<file path="src/rtl/icache_refill_monitor_if.sv">
// Refill channel bundle between the I-cache and its memory port.
// The master drives the request/response signals; the monitor observes them through the slave modport.
interface icache_refill_monitor_if #(
   parameter int CHANNELS = 2,
   parameter int ADDR_W   = 32
);
   logic [CHANNELS-1:0]        req_valid;
   logic [CHANNELS-1:0]        req_ready;
   logic [CHANNELS*ADDR_W-1:0] req_addr;
   logic [CHANNELS-1:0]        resp_valid;
   logic [CHANNELS-1:0]        resp_last;

   modport master (
      output req_valid,
      output req_ready,
      output req_addr,
      output resp_valid,
      output resp_last
   );

   modport slave (
      input  req_valid,
      input  req_ready,
      input  req_addr,
      input  resp_valid,
      input  resp_last
   );
endinterface

</file>
<file path="src/rtl/icache_refill_monitor.sv">
// I-cache refill protocol monitor: per-channel outstanding/beat tracking, sticky first-error capture.
// Optional per-channel watchdog (code 5) is built only when ICACHE_REFILL_MON_TIMEOUT_EN is defined.
module icache_refill_monitor #(
   parameter int CHANNELS        = 2,
   parameter int ADDR_W          = 32,
   parameter int BEATS           = 4,
   parameter int BEAT_BYTES      = 8,
   parameter int MAX_OUTSTANDING = 4,
   parameter int TIMEOUT         = 1024
) (
   input  logic                    clock,
   input  logic                    reset_n,
   icache_refill_monitor_if.slave  refill,
   input  logic                    err_clear,
   output logic                    err_valid,
   output logic [2:0]              err_code,
   output logic [2:0]              err_channel,
   output logic [15:0]             err_count,
   output logic [CHANNELS*4-1:0]   outstanding
);

   localparam int BLK_LSB = $clog2(BEATS * BEAT_BYTES);
   localparam int BEAT_W  = $clog2(BEATS);
   localparam logic [3:0]        MAX_OS    = 4'(MAX_OUTSTANDING);
   localparam logic [BEAT_W-1:0] LAST_BEAT = BEAT_W'(BEATS - 1);

   if (CHANNELS < 1 || CHANNELS > 8) begin : g_bad_channels
      $error("icache_refill_monitor: CHANNELS must be 1..8");
   end
   if (BEATS < 2 || (BEATS & (BEATS - 1)) != 0) begin : g_bad_beats
      $error("icache_refill_monitor: BEATS must be a power of 2, >= 2");
   end
   if (BEAT_BYTES < 1 || (BEAT_BYTES & (BEAT_BYTES - 1)) != 0) begin : g_bad_beat_bytes
      $error("icache_refill_monitor: BEAT_BYTES must be a power of 2");
   end
   if (MAX_OUTSTANDING < 1 || MAX_OUTSTANDING > 15) begin : g_bad_max_os
      $error("icache_refill_monitor: MAX_OUTSTANDING must be 1..15");
   end
   if (TIMEOUT < 2) begin : g_bad_timeout
      $error("icache_refill_monitor: TIMEOUT must be >= 2");
   end

   logic [BEAT_W-1:0] beat_cnt [CHANNELS];

   logic [CHANNELS-1:0] req_fire;
   logic [CHANNELS-1:0] resp_done;
   logic [CHANNELS-1:0] v_resp_no_req;
   logic [CHANNELS-1:0] v_overflow;
   logic [CHANNELS-1:0] v_misalign;
   logic [CHANNELS-1:0] v_last_mis;
   logic [CHANNELS-1:0] v_timeout;
   logic [CHANNELS-1:0] ch_viol;
   logic [2:0]          cap_code;
   logic [2:0]          cap_chan;

   // Only the block-offset bits of the address are checked.
   logic unused_addr_bits;
   assign unused_addr_bits = ^refill.req_addr;

   always_comb begin
      req_fire      = '0;
      resp_done     = '0;
      v_resp_no_req = '0;
      v_overflow    = '0;
      v_misalign    = '0;
      v_last_mis    = '0;
      ch_viol       = '0;
      for (int c = 0; c < CHANNELS; c++) begin
         req_fire[c]      = refill.req_valid[c] & refill.req_ready[c];
         resp_done[c]     = refill.resp_valid[c] & refill.resp_last[c];
         v_resp_no_req[c] = refill.resp_valid[c] & (outstanding[c*4 +: 4] == 4'd0) & ~req_fire[c];
         v_overflow[c]    = req_fire[c] & (outstanding[c*4 +: 4] == MAX_OS) & ~resp_done[c];
         v_misalign[c]    = req_fire[c] & (refill.req_addr[c*ADDR_W +: BLK_LSB] != '0);
         v_last_mis[c]    = refill.resp_valid[c] & (refill.resp_last[c] != (beat_cnt[c] == LAST_BEAT));
         ch_viol[c]       = v_resp_no_req[c] | v_overflow[c] | v_misalign[c] | v_last_mis[c] | v_timeout[c];
      end
   end

   // Walk from the top channel down so the lowest violating channel wins.
   always_comb begin
      cap_code = 3'd0;
      cap_chan = 3'd0;
      for (int c = CHANNELS - 1; c >= 0; c--) begin
         if (ch_viol[c]) begin
            cap_chan = 3'(c);
            if (v_resp_no_req[c])   cap_code = 3'd1;
            else if (v_overflow[c]) cap_code = 3'd2;
            else if (v_misalign[c]) cap_code = 3'd3;
            else if (v_last_mis[c]) cap_code = 3'd4;
            else                    cap_code = 3'd5;
         end
      end
   end

`ifdef ICACHE_REFILL_MON_TIMEOUT_EN
   localparam int WD_W = $clog2(TIMEOUT);
   localparam logic [WD_W-1:0] WD_MAX = WD_W'(TIMEOUT - 1);

   logic [WD_W-1:0]     wd_cnt [CHANNELS];
   logic [CHANNELS-1:0] wd_fired;

   always_comb begin
      v_timeout = '0;
      for (int c = 0; c < CHANNELS; c++) begin
         v_timeout[c] = (wd_cnt[c] == WD_MAX) & ~wd_fired[c];
      end
   end

   // Watchdog saturates at TIMEOUT-1 and flags once until the channel makes progress.
   always_ff @(posedge clock or negedge reset_n) begin
      if (!reset_n) begin
         wd_fired <= '0;
         for (int c = 0; c < CHANNELS; c++) begin
            wd_cnt[c] <= '0;
         end
      end else begin
         for (int c = 0; c < CHANNELS; c++) begin
            if (refill.resp_valid[c] || (outstanding[c*4 +: 4] == 4'd0)) begin
               wd_cnt[c]   <= '0;
               wd_fired[c] <= 1'b0;
            end else begin
               if (wd_cnt[c] != WD_MAX) wd_cnt[c] <= wd_cnt[c] + 1'b1;
               if (v_timeout[c])        wd_fired[c] <= 1'b1;
            end
         end
      end
   end
`else
   assign v_timeout = '0;
`endif

   always_ff @(posedge clock or negedge reset_n) begin
      if (!reset_n) begin
         outstanding <= '0;
         err_valid   <= 1'b0;
         err_code    <= 3'd0;
         err_channel <= 3'd0;
         err_count   <= 16'd0;
         for (int c = 0; c < CHANNELS; c++) begin
            beat_cnt[c] <= '0;
         end
      end else begin
         for (int c = 0; c < CHANNELS; c++) begin
            // Overflowing requests and orphan completions leave the count untouched.
            if ((req_fire[c] & ~v_overflow[c]) && !(resp_done[c] & ~v_resp_no_req[c])) begin
               outstanding[c*4 +: 4] <= outstanding[c*4 +: 4] + 4'd1;
            end else if (!(req_fire[c] & ~v_overflow[c]) && (resp_done[c] & ~v_resp_no_req[c])) begin
               outstanding[c*4 +: 4] <= outstanding[c*4 +: 4] - 4'd1;
            end
            // A last beat always realigns the beat counter; otherwise it wraps naturally.
            if (refill.resp_valid[c]) begin
               beat_cnt[c] <= refill.resp_last[c] ? '0 : beat_cnt[c] + 1'b1;
            end
         end

         if ((|ch_viol) && (err_count != 16'hFFFF)) begin
            err_count <= err_count + 16'd1;
         end

         if ((|ch_viol) && (!err_valid || err_clear)) begin
            err_valid   <= 1'b1;
            err_code    <= cap_code;
            err_channel <= cap_chan;
         end else if (err_clear) begin
            err_valid   <= 1'b0;
            err_code    <= 3'd0;
            err_channel <= 3'd0;
         end
      end
   end

endmodule

</file>
<file path="src/flat_wrapper.sv">
// flat-port wrapper written by rule: the top's interface ports become plain ports
module icache_refill_monitor_flat 
#(
   parameter int CHANNELS        = 2,
   parameter int ADDR_W          = 32,
   parameter int BEATS           = 4,
   parameter int BEAT_BYTES      = 8,
   parameter int MAX_OUTSTANDING = 4,
   parameter int TIMEOUT         = 1024
)
  (clock, reset_n, err_clear, err_valid, err_code, err_channel, err_count, outstanding, refill_req_valid, refill_req_ready, refill_req_addr, refill_resp_valid, refill_resp_last);
  icache_refill_monitor_if #(.CHANNELS(CHANNELS), .ADDR_W(ADDR_W)) refill_i ();
  input  logic clock;
  input  logic reset_n;
  input  logic err_clear;
  output logic err_valid;
  output logic [2:0] err_code;
  output logic [2:0] err_channel;
  output logic [15:0] err_count;
  output logic [CHANNELS*4-1:0] outstanding;
  input wire logic [$bits(refill_i.req_valid)-1:0] refill_req_valid;
  input wire logic [$bits(refill_i.req_ready)-1:0] refill_req_ready;
  input wire logic [$bits(refill_i.req_addr)-1:0] refill_req_addr;
  input wire logic [$bits(refill_i.resp_valid)-1:0] refill_resp_valid;
  input wire logic [$bits(refill_i.resp_last)-1:0] refill_resp_last;
  assign refill_i.req_valid = refill_req_valid;
  assign refill_i.req_ready = refill_req_ready;
  assign refill_i.req_addr = refill_req_addr;
  assign refill_i.resp_valid = refill_resp_valid;
  assign refill_i.resp_last = refill_resp_last;
  icache_refill_monitor #(.CHANNELS(CHANNELS), .ADDR_W(ADDR_W), .BEATS(BEATS), .BEAT_BYTES(BEAT_BYTES), .MAX_OUTSTANDING(MAX_OUTSTANDING), .TIMEOUT(TIMEOUT)) u_core (.clock(clock), .reset_n(reset_n), .refill(refill_i), .err_clear(err_clear), .err_valid(err_valid), .err_code(err_code), .err_channel(err_channel), .err_count(err_count), .outstanding(outstanding));
endmodule
</file>
<file path="config.mk">
export PLATFORM = sky130hd
export DESIGN_NAME = icache_refill_monitor_flat
export DESIGN_NICKNAME = d
export VERILOG_FILES = /design/src/rtl/icache_refill_monitor_if.sv /design/src/rtl/icache_refill_monitor.sv /design/src/flat_wrapper.sv
export SDC_FILE = /design/constraint.sdc
export NUM_CORES = 1
export LEC_CHECK = 0
export ABC_AREA = 1
export CAP_MARGIN = 20
export CORE_MARGIN = 3
export CORE_UTILIZATION = 45
export DETAILED_ROUTE_END_ITERATION = 8
export PLACE_DENSITY = 0.87
export REMOVE_ABC_BUFFERS = 1
export SYNTH_ARGS = -nofsm -noshare
export SYNTH_HDL_FRONTEND = slang
export SYNTH_SLANG_ARGS = --single-unit
</file>
<file path="constraint.sdc">
create_clock -name clock -period 4.4 [get_ports clock]
set_clock_uncertainty 0.2 [all_clocks]
set_input_delay 1.1 -clock clock [delete_from_list [all_inputs] [get_ports clock]]
set_output_delay 1.1 -clock clock [all_outputs]
set_load 0.05 [all_outputs]
</file>
After elaboration in Yosys (flattened, before gate mapping):

Index checks and enable logic that the tools add are counted.

* add/subtract/negate cells: 7
* multipliers: 0
* div/mod/pow operators: 0
* magnitude comparators: 0
* equality and inequality tests: 7
* shift operators: 0
* mux-type cells: 23
* bitwise operators: 34
* reduce and logical (&&, ||, !) cells: 20

Operators by type and width (count)
* $mux W3: 11
* $and A1 B1 Y1: 20
* $add A16 B1 Y16 const B: 1
* $mux W4: 4
* $ne A16 B16 Y1 const B: 1
* $reduce_bool A5 Y1: 2
* $add A4 B1 Y4 const B: 2
* $eq A4 B3 Y1 const B: 2
* $logic_not A4 Y1: 2
* $not A1 Y1: 8
* $sub A4 B1 Y4 const B: 2
* $logic_and A1 B1 Y1: 6
* $mux W1: 6
* $or A1 B1 Y1: 6
* $reduce_bool A2 Y1: 3
* $logic_not A1 Y1: 5
* $add A2 B1 Y2 const B: 2
* $eq A2 B2 Y1 const B: 2
* $mux W2: 2
* $ne A1 B1 Y1: 2
* $reduce_or A2 Y1: 1
* $logic_or A1 B1 Y1: 1

* register bits: 35
* bits in latches: 0
* memory bits (writable): 0
* memory bits (read-only): 0
* input port bits: 75
* word-level logic and storage cells: 99
* memories kept: 0

Longest topological paths before layout:

Gate-level depths: netlist (run 1).

* depth after elaboration: 10
* gate-level depth with buffers: 14

Least setup slack after synthesis (run 1):

No wires, ideal clock.

* path kind: input port to flip-flop
* from: input refill_req_valid[0]
* to: register u_core.outstanding[3]
* setup time: 0.127 ns
* arrival: 2.549 ns
* required time: 4.073 ns
* slack: 1.524 ns
* cell stages on the path: 13
* path through: nand2_1 nor2_1 nand2_4 inv_1 nor2_1 ha_1 inv_1 ha_1 a21oi_1 o21ai_0 xor2_1 nand2_1 o21ai_0

* cells in the longest elaborated chain, start to end: 8
* elaborated cells on any way between the ends: 15
* those cells by class: mux (1); bitwise (9); reduce/logical (5)

Ends and longest elaborated chain
* start, declared: RTL line flat_wrapper.sv:21 `input wire logic [$bits(refill_i.req_valid)-1:0] refill_req_valid;`
* $and A1 B1 Y1 *: RTL line icache_refill_monitor.sv:69 `req_fire[c] = refill.req_valid[c] & refill.req_ready[c];`
* $and A1 B1 Y1 or $not A1 Y1 (tied branches): RTL line icache_refill_monitor.sv:72, icache_refill_monitor.sv:71
* $and A1 B1 Y1 (on tied branches): RTL line icache_refill_monitor.sv:72, icache_refill_monitor.sv:71
* $not A1 Y1: RTL line icache_refill_monitor.sv:145, icache_refill_monitor.sv:147
* $and A1 B1 Y1: RTL line icache_refill_monitor.sv:145, icache_refill_monitor.sv:147
* $logic_not A1 Y1 (on tied branches): RTL line icache_refill_monitor.sv:147, icache_refill_monitor.sv:145
* $logic_and A1 B1 Y1 (on tied branches): RTL line icache_refill_monitor.sv:147, icache_refill_monitor.sv:145
* $reduce_bool A2 Y1 (no source line) or $mux W4 (tied branches)
* end signal, assigned by index: RTL line icache_refill_monitor.sv:146 `outstanding[c*4 +: 4] <= outstanding[c*4 +: 4] + 4'd1;`
* end signal, assigned by index: RTL line icache_refill_monitor.sv:148 `outstanding[c*4 +: 4] <= outstanding[c*4 +: 4] - 4'd1;`
* end, declared: RTL line icache_refill_monitor.sv:19 `output logic [CHANNELS*4-1:0] outstanding`

Mark *: on every way between the ends. The rest lies on a longest branch, timed or not.
A chain may end at the register's enable or synchronous reset.

Final worst setup path (run 1):

* from: input refill_resp_valid[0]
* to: register u_core.outstanding[3]

* cells in the longest elaborated chain, start to end: 8
* elaborated cells on any way between the ends: 15
* those cells by class: mux (1); bitwise (9); reduce/logical (5)

Ends and longest elaborated chain
* start, declared: RTL line flat_wrapper.sv:24 `input wire logic [$bits(refill_i.resp_valid)-1:0] refill_resp_valid;`
* $and A1 B1 Y1: RTL line icache_refill_monitor.sv:70 `resp_done[c] = refill.resp_valid[c] & refill.resp_last[c];`
* $not A1 Y1: RTL line icache_refill_monitor.sv:72 `v_overflow[c] = req_fire[c] & (outstanding[c*4 +: 4] == MAX_OS) & ~resp_done[c];`
* $and A1 B1 Y1: RTL line icache_refill_monitor.sv:72
* $not A1 Y1: RTL line icache_refill_monitor.sv:145, icache_refill_monitor.sv:147
* $and A1 B1 Y1: RTL line icache_refill_monitor.sv:145, icache_refill_monitor.sv:147
* $logic_not A1 Y1: RTL line icache_refill_monitor.sv:147 `end else if (!(req_fire[c] & ~v_overflow[c]) && (resp_done[c] & ~v_resp_no_req[c])) begin`
* $logic_and A1 B1 Y1: RTL line icache_refill_monitor.sv:147
* $reduce_bool A2 Y1 (no source line)

Several ways; a longest one is shown, not always the timed one.

==> impl_metrics.tcl, run 1 <==
set metrics [dict create \
    outcome "finished, final reports clean" \
    postSynth.asyncResetShare_pct 100.0 \
    final_common_cell "nand2_1" \
    final_core_util_pct 60.18 \
    synth_mux_area_share_pct 0 \
    critPathKind "primary input to flop" \
    place.gp.congestion 0.8794 \
    rows 25 \
    fin_nets 430 \
    yosys.area_share.adder_pct 6.755 \
    cp_slowest_cell "clkdlybuf4s50_1" \
    grt_pass1_wl_um 8452 \
    synth_compound_area_share_pct 5.759 \
    final_cell_mix "nand2_1, clkdlybuf4s50_1, dfrtp_1" \
    fmax_mhz 303.4 \
    port-buffer-count 49 \
    chipHeight_um 76.86 \
    top_layer_used "met4" \
    synthXorXnorAreaFrac_pct 8.140 \
    syn_inst 291 \
    syn_area_um2 2260 \
    grt_max_degree 34 \
    ys_ff_latch 33 \
    grt-ovfl-total 0 \
    synth_edf_count 0 \
    startpoint_type "primary input" \
    tns_ns 0 \
    tritoncts "built" \
    ant_nets 0 \
    die-width_um 76.86 \
    dpl_worst_slack_ns 0.7817 \
    drc 0 \
    timing.final.ws_setup_ns 1.104 \
    crit_path_max_incr_delay_ns 0.59 \
    drtIter0Drc 107 \
    irDropWorstVdd_mv 0.2858 \
    first_global_vias 1941 \
    cts_root_buf "clkbuf_8" \
    cts_buffer_depth 2 \
    via_per_inst 4.910 \
    power_density_nw_per_um2 542.8 \
    yosysWarnings 0 \
    relSlewSlack_pct 66.08 \
    max-cap-violations 0 \
    core_area_um2 4786 \
    rsz0062_at_grt "false" \
    tritoncts.num_buffers 5 \
    yosys.area_share.simple_pct 34.88 \
    path_cells "clkdlybuf4s50_1 -> nand2_1 -> inv_2 -> nor2_2 -> nand2_4 -> inv_1 -> nor2_1 -> ha_1 -> inv_1 -> ha_1 -> a21oi_1 -> o21ai_0 -> xor2_1 -> nand2_1 -> o21ai_0" \
    synthToLayoutAreaGrowth_pct 27.46 \
    grt_antenna_before_repair 0 \
    critPathMaxFanout 7 \
    critPathCaptureType "flop" \
    wl_met3_um 211 \
    finalSetupViolations 0 \
    antenna_cells 0 \
    postCtsHoldBufs 0 \
    p_leak_nw 1.366 \
    cts_setup_buffers 0 \
    crit_family "buffers and inverters" \
    wl_per_cell_um 11.83 \
    clock-sinks 33 \
    track_usage_pct 17.53 \
    drv_slew 0 \
    worstSkewPairLatency_ns 0.29 \
    period_share_pct 74.92 \
    drt_wl_total_um 4874 \
    clk_pin_slew_ns 0.07 \
    synth_flop_cell "dfrtp_1" \
    ys_types 29 \
    route.met2.wl_um 2398 \
    synth_top_family_by_area "simple AND/OR/NAND/NOR gates" \
    drt-met1-wl_um 2157 \
    seq_area_frac_synth_pct 36.54 \
    hold_path_class "flop to flop" \
    cts_resized 0 \
    crit_buf_inv 4 \
    tightest_slew_ns 0.5072 \
    cts_max_level 2 \
    hold_viol 0 \
    die_area_um2 5907 \
    pin_count 106 \
    required_ns 4.37 \
    post-dp-hpwl_um 3676 \
    critPathArrivalTime_ns 3.26 \
    syn_avg_cell_area_um2 7.765 \
    vias 2023 \
    final_layout_size_suffix_gt1_share_pct 10.14 \
    min_period_ns 3.296 \
    start_util_pct 47.22 \
    fillers 411 \
    dr.pass1.iters 4 \
]
power by group:
group          internal, mW  total [mW]  switching [mW]
logic                 0.313       0.842           0.529
registers             0.388       0.497           0.109
clock network         0.110       0.225           0.115
total                 0.811        1.56           0.753
cell type report:
class	count	area (µm²)	area share, %
sequential	33	825.8	28.67
clock buffer	6	72.57	2.520
tap	67	83.83	2.911
timing repair buffer	50	498.0	17.29
inverter	34	127.6	4.431
multi-input combinational	220	1262	43.83
clock inverter	2	10.01	0.3475
stage by stage:
step                      power, mW  std cells  instance area [µm²]  hold slack (ns)
final                         1.563        412                 2880           0.2899
after global routing          1.681        412                 2880           0.2957
after CTS                     1.577        412                 2880           0.2935
after detailed placement      1.349        404                 2798           0.2849
after global placement        1.325        404                 2798           0.2657
after floorplan               1.090        287                 2216           0.2508
Yosys cell counts, types with 3 or more instances:
library cell	count	area, µm²
nor2_1	31	116.4
xnor2_1	14	122.6
nand2_2	11	68.82
nor2_2	3	18.77
nand3_1	27	135.1
ha_1	9	112.6
inv_1	32	120.1
dfrtp_1	33	825.8
xor2_1	7	61.31
a21oi_1	10	50.05
o21ai_0	14	70.07
nor3_2	3	30.03
buf_4	3	22.52
nand2_1	72	270.3
sequential cells by signal (all words and copies together) (netlist names):
register,cells
u_core.err_valid,1
u_core.err_channel,1
u_core.outstanding,8
u_core.err_code,3
u_core.err_count,16
u_core.beat_cnt,4
metal layers:
metal | up-vias | global-route usage [%]
li1 | 1022 | -
met1 | 929 | 21.52
met2 | 58 | 29.36
met3 | 14 | 4.108
met4 | 0 | 7.428
met5 | - | 0
logic make-up after synthesis:
kind of cell / Yosys count
other: 1
XOR/XNOR: 21
flip-flops: 33
AND/OR/NAND/NOR: 160
AO/OA/AOI/OAI: 26
adder cells (fa/ha/maj): 11
buffers and inverters: 39
worst paths after layout:
check | startpoint | endpoint | slack (ns) | depth (start not counted)
min in group asynchronous | reset_n | u_core.err_count[9]$_DFFE_PN0P_ | 0.99 | 2
worst min-delay path | u_core.beat_cnt[0]$_DFFE_PN0P_ | u_core.beat_cnt[0]$_DFFE_PN0P_ | 0.29 | 1
worst max register to register | u_core.outstanding[0]$_DFFE_PN0P_ | u_core.outstanding[3]$_DFFE_PN0P_ | 1.98 | 14
worst min register to register | u_core.beat_cnt[0]$_DFFE_PN0P_ | u_core.beat_cnt[0]$_DFFE_PN0P_ | 0.29 | 1
max in group asynchronous | reset_n | u_core.err_code[0]$_DFFE_PN0P_ | 2.68 | 2
worst max-delay path | refill_resp_valid[0] | u_core.outstanding[3]$_DFFE_PN0P_ | 1.10 | 15
worst reg2reg max path: cells and delay by family (launching register included):
kind,cells,cell delay [ns]
AO/OA/AOI/OAI,3,0.31
AND/OR/NAND/NOR,5,0.44
adder cells (fa/ha/maj),2,0.51
buffers and inverters,3,0.28
flip-flops,1,0.44
XOR/XNOR,1,0.15
(Power assumes the default switching activity.)
==> run 2: changes to the inputs <==
- CORE_UTILIZATION: 45 -> 42
- PLACE_DENSITY: 0.87 -> 0.82
- clock period: 4.4 -> 3.1 ns (I/O delays scaled with it)
==> run 2 against run 1 <==
Net effect:
- worst setup slack got worse by 0.85 ns
- largest power group unchanged
- critical path type unchanged
- design area rose by 3.3%
- combinational power rose by 45%
- first-iteration DRC count shrank 9.3%
- core utilization fell by 2.3 points
- critical endpoint unchanged
- sequential share of layout area shrank 0.90 points
- hold slack worse by 0.012 ns
- die area up 6.6%
- highest routed layer unchanged
- total power is 43% higher
==> impl_metrics.tcl, run 2 (same netlist as run 1, synthesis figures left out) <==
set metrics [dict create \
    outcome "finished, final reports clean" \
    irDropWorstVdd_mv 0.3933 \
    critPathMaxFanout 3 \
    grt_antenna_before_repair 0 \
    finalSetupViolations 0 \
    drt_wl_total_um 4975 \
    synthToLayoutAreaGrowth_pct 31.62 \
    track_usage_pct 17.00 \
    rows 26 \
    die_area_um2 6296 \
    worstSkewPairLatency_ns 0.28 \
    final_layout_size_suffix_gt1_share_pct 13.17 \
    largest_register_ffs 16 \
    startpoint_type "primary input" \
    regToRegEndpoint "u_core.outstanding[3]$_DFFE_PN0P_" \
    dr.pass1.iters 4 \
    multiInputGateArea_um2 1262 \
    reg2reg_depth 14 \
    rr_startpoint "u_core.outstanding[1]$_DFFE_PN0P_" \
    cts_root_buf "clkbuf_8" \
    holdPathStages 1 \
    post-dp-hpwl_um 3901 \
    critPathArrivalTime_ns 2.79 \
    grt_max_degree 34 \
    hold_path_class "flop to flop" \
    place.gp.congestion 0.8093 \
    tightest_slew_ns 0.5393 \
    required_ns 3.05 \
    cts_resized 0 \
    drc 0 \
    grt_pass1_wl_um 8521 \
    p_leak_nw 1.423 \
    rsz0062_at_grt "false" \
    core_area_um2 5140 \
    via_per_inst 4.674 \
    die-width_um 79.35 \
    relSlewSlack_pct 63.93 \
    final_common_cell "nand2_1" \
    wl_per_cell_um 11.65 \
    period_share_pct 91.69 \
    fmax_mhz 351.8 \
    whs_endpoint "u_core.beat_cnt[0]$_DFFE_PN0P_" \
    tritoncts "built" \
    port-buffer-count 49 \
    first_global_vias 1973 \
    hold_viol 0 \
    final_cell_mix "nand2_1, clkdlybuf4s50_1, dfrtp_1" \
    fillers 474 \
    tritoncts.num_buffers 5 \
    drv_slew 0 \
    chipHeight_um 79.35 \
    top_regs "u_core.err_count: 16 flops, u_core.outstanding: 8 flops, u_core.beat_cnt: 4 flops" \
    max-cap-violations 0 \
    cts_buffer_depth 2 \
    drtIter0Drc 97 \
    min_from "u_core.beat_cnt[0]$_DFFE_PN0P_" \
    fin_nets 442 \
    grt-ovfl-total 0 \
    tns_ns 0 \
    min_period_ns 2.842 \
    power_density_nw_per_um2 751.4 \
    clock-sinks 33 \
    vias 1996 \
    postCtsHoldBufs 0 \
    regArea_um2 825.8 \
    antenna_cells 0 \
    critPathCaptureType "flop" \
    ant_nets 0 \
    pin_count 106 \
    rrSetupSlack_ns 0.73 \
    start_util_pct 43.96 \
    cts_max_level 2 \
    critPathKind "primary input to flop" \
    top_register "u_core.err_count" \
    cts_setup_buffers 0 \
    clk_pin_slew_ns 0.07 \
    holdWs_ns 0.2783 \
]
run 2: cell count changes in the layout (fill, tap and decap cells not counted), sizes merged:
| cell | previous run | this run |
|---|---|---|
| buf | 1 | 13 |
run 2: power breakdown:
group	switching, mW	internal, mW	total, mW
Sequential	0.152	0.551	0.703
Clock	0.156	0.156	0.311
Combinational	0.762	0.458	1.22
run 2: critical path: stages:
cell and delay [ns]:
clkdlybuf4s50_1 0.48, nand2_1 0.07, nor2_1 0.18, nand2_4 0.06, inv_1 0.05, nor2_1 0.04
ha_1 0.21, inv_1 0.12, ha_1 0.28, a21oi_1 0.13, o21ai_0 0.11, xor2_1 0.15
nand2_1 0.06, o21ai_0 0.08
run 2: layout make-up:
cell class	count	share of cell area (%)
clock inverters	2	0.3366
repair buffers	62	19.77
flip-flops and latches	33	27.77
well taps	70	2.945
inverters	34	4.291
clock buffers	6	2.440
multi-input cells	220	42.45
run 2: per-stage QoR:
stage	setup slack [ns]	util (%)	std cells	instance area, µm²	total power [mW]
final	0.2575	57.86	427	2974	2.235
after global routing	0.06684	57.86	427	2974	2.404
after CTS	0.2483	57.86	427	2974	2.262
after detailed placement	-0.05041	56.26	419	2892	1.939
after global placement	0.02939	56.26	419	2892	1.901
after floorplan	0.5489	-	287	2216	1.547
run 2: how the worst max path moves through the flow:
stage | start | endpoint | slack [ns] | depth (start not counted)
finish | refill_req_valid[0] | u_core.outstanding[3]$_DFFE_PN0P_ | 0.26 | 14
floorplan | refill_req_valid[0] | u_core.outstanding[3]$_DFFE_PN0P_ | 0.55 | 13
global route | refill_req_valid[0] | u_core.outstanding[3]$_DFFE_PN0P_ | 0.07 | 14
detailed placement | refill_req_valid[0] | u_core.outstanding[3]$_DFFE_PN0P_ | -0.05 | 14
global placement | refill_req_valid[0] | u_core.outstanding[3]$_DFFE_PN0P_ | 0.03 | 14
CTS | refill_req_valid[0] | u_core.outstanding[3]$_DFFE_PN0P_ | 0.25 | 14
run 2: per-layer routing:
| metal | vias to the layer above | global-route usage (%) | share of wire (%) |
|---|---|---|---|
| met5 | - | 0 | 0 |
| li1 | 1048 | - | - |
| met1 | 904 | 21.20 | 45 |
| met2 | 42 | 29.29 | 50 |
| met4 | 0 | 4.983 | 0.74 |
| met3 | 2 | 3.855 | 4.1 |
==> run 3: changes to the inputs <==
- CTS_CLUSTER_DIAMETER: default -> 30
==> results of run 3 <==
No change in the layout: final DEF, timing and power equal those of run 2.
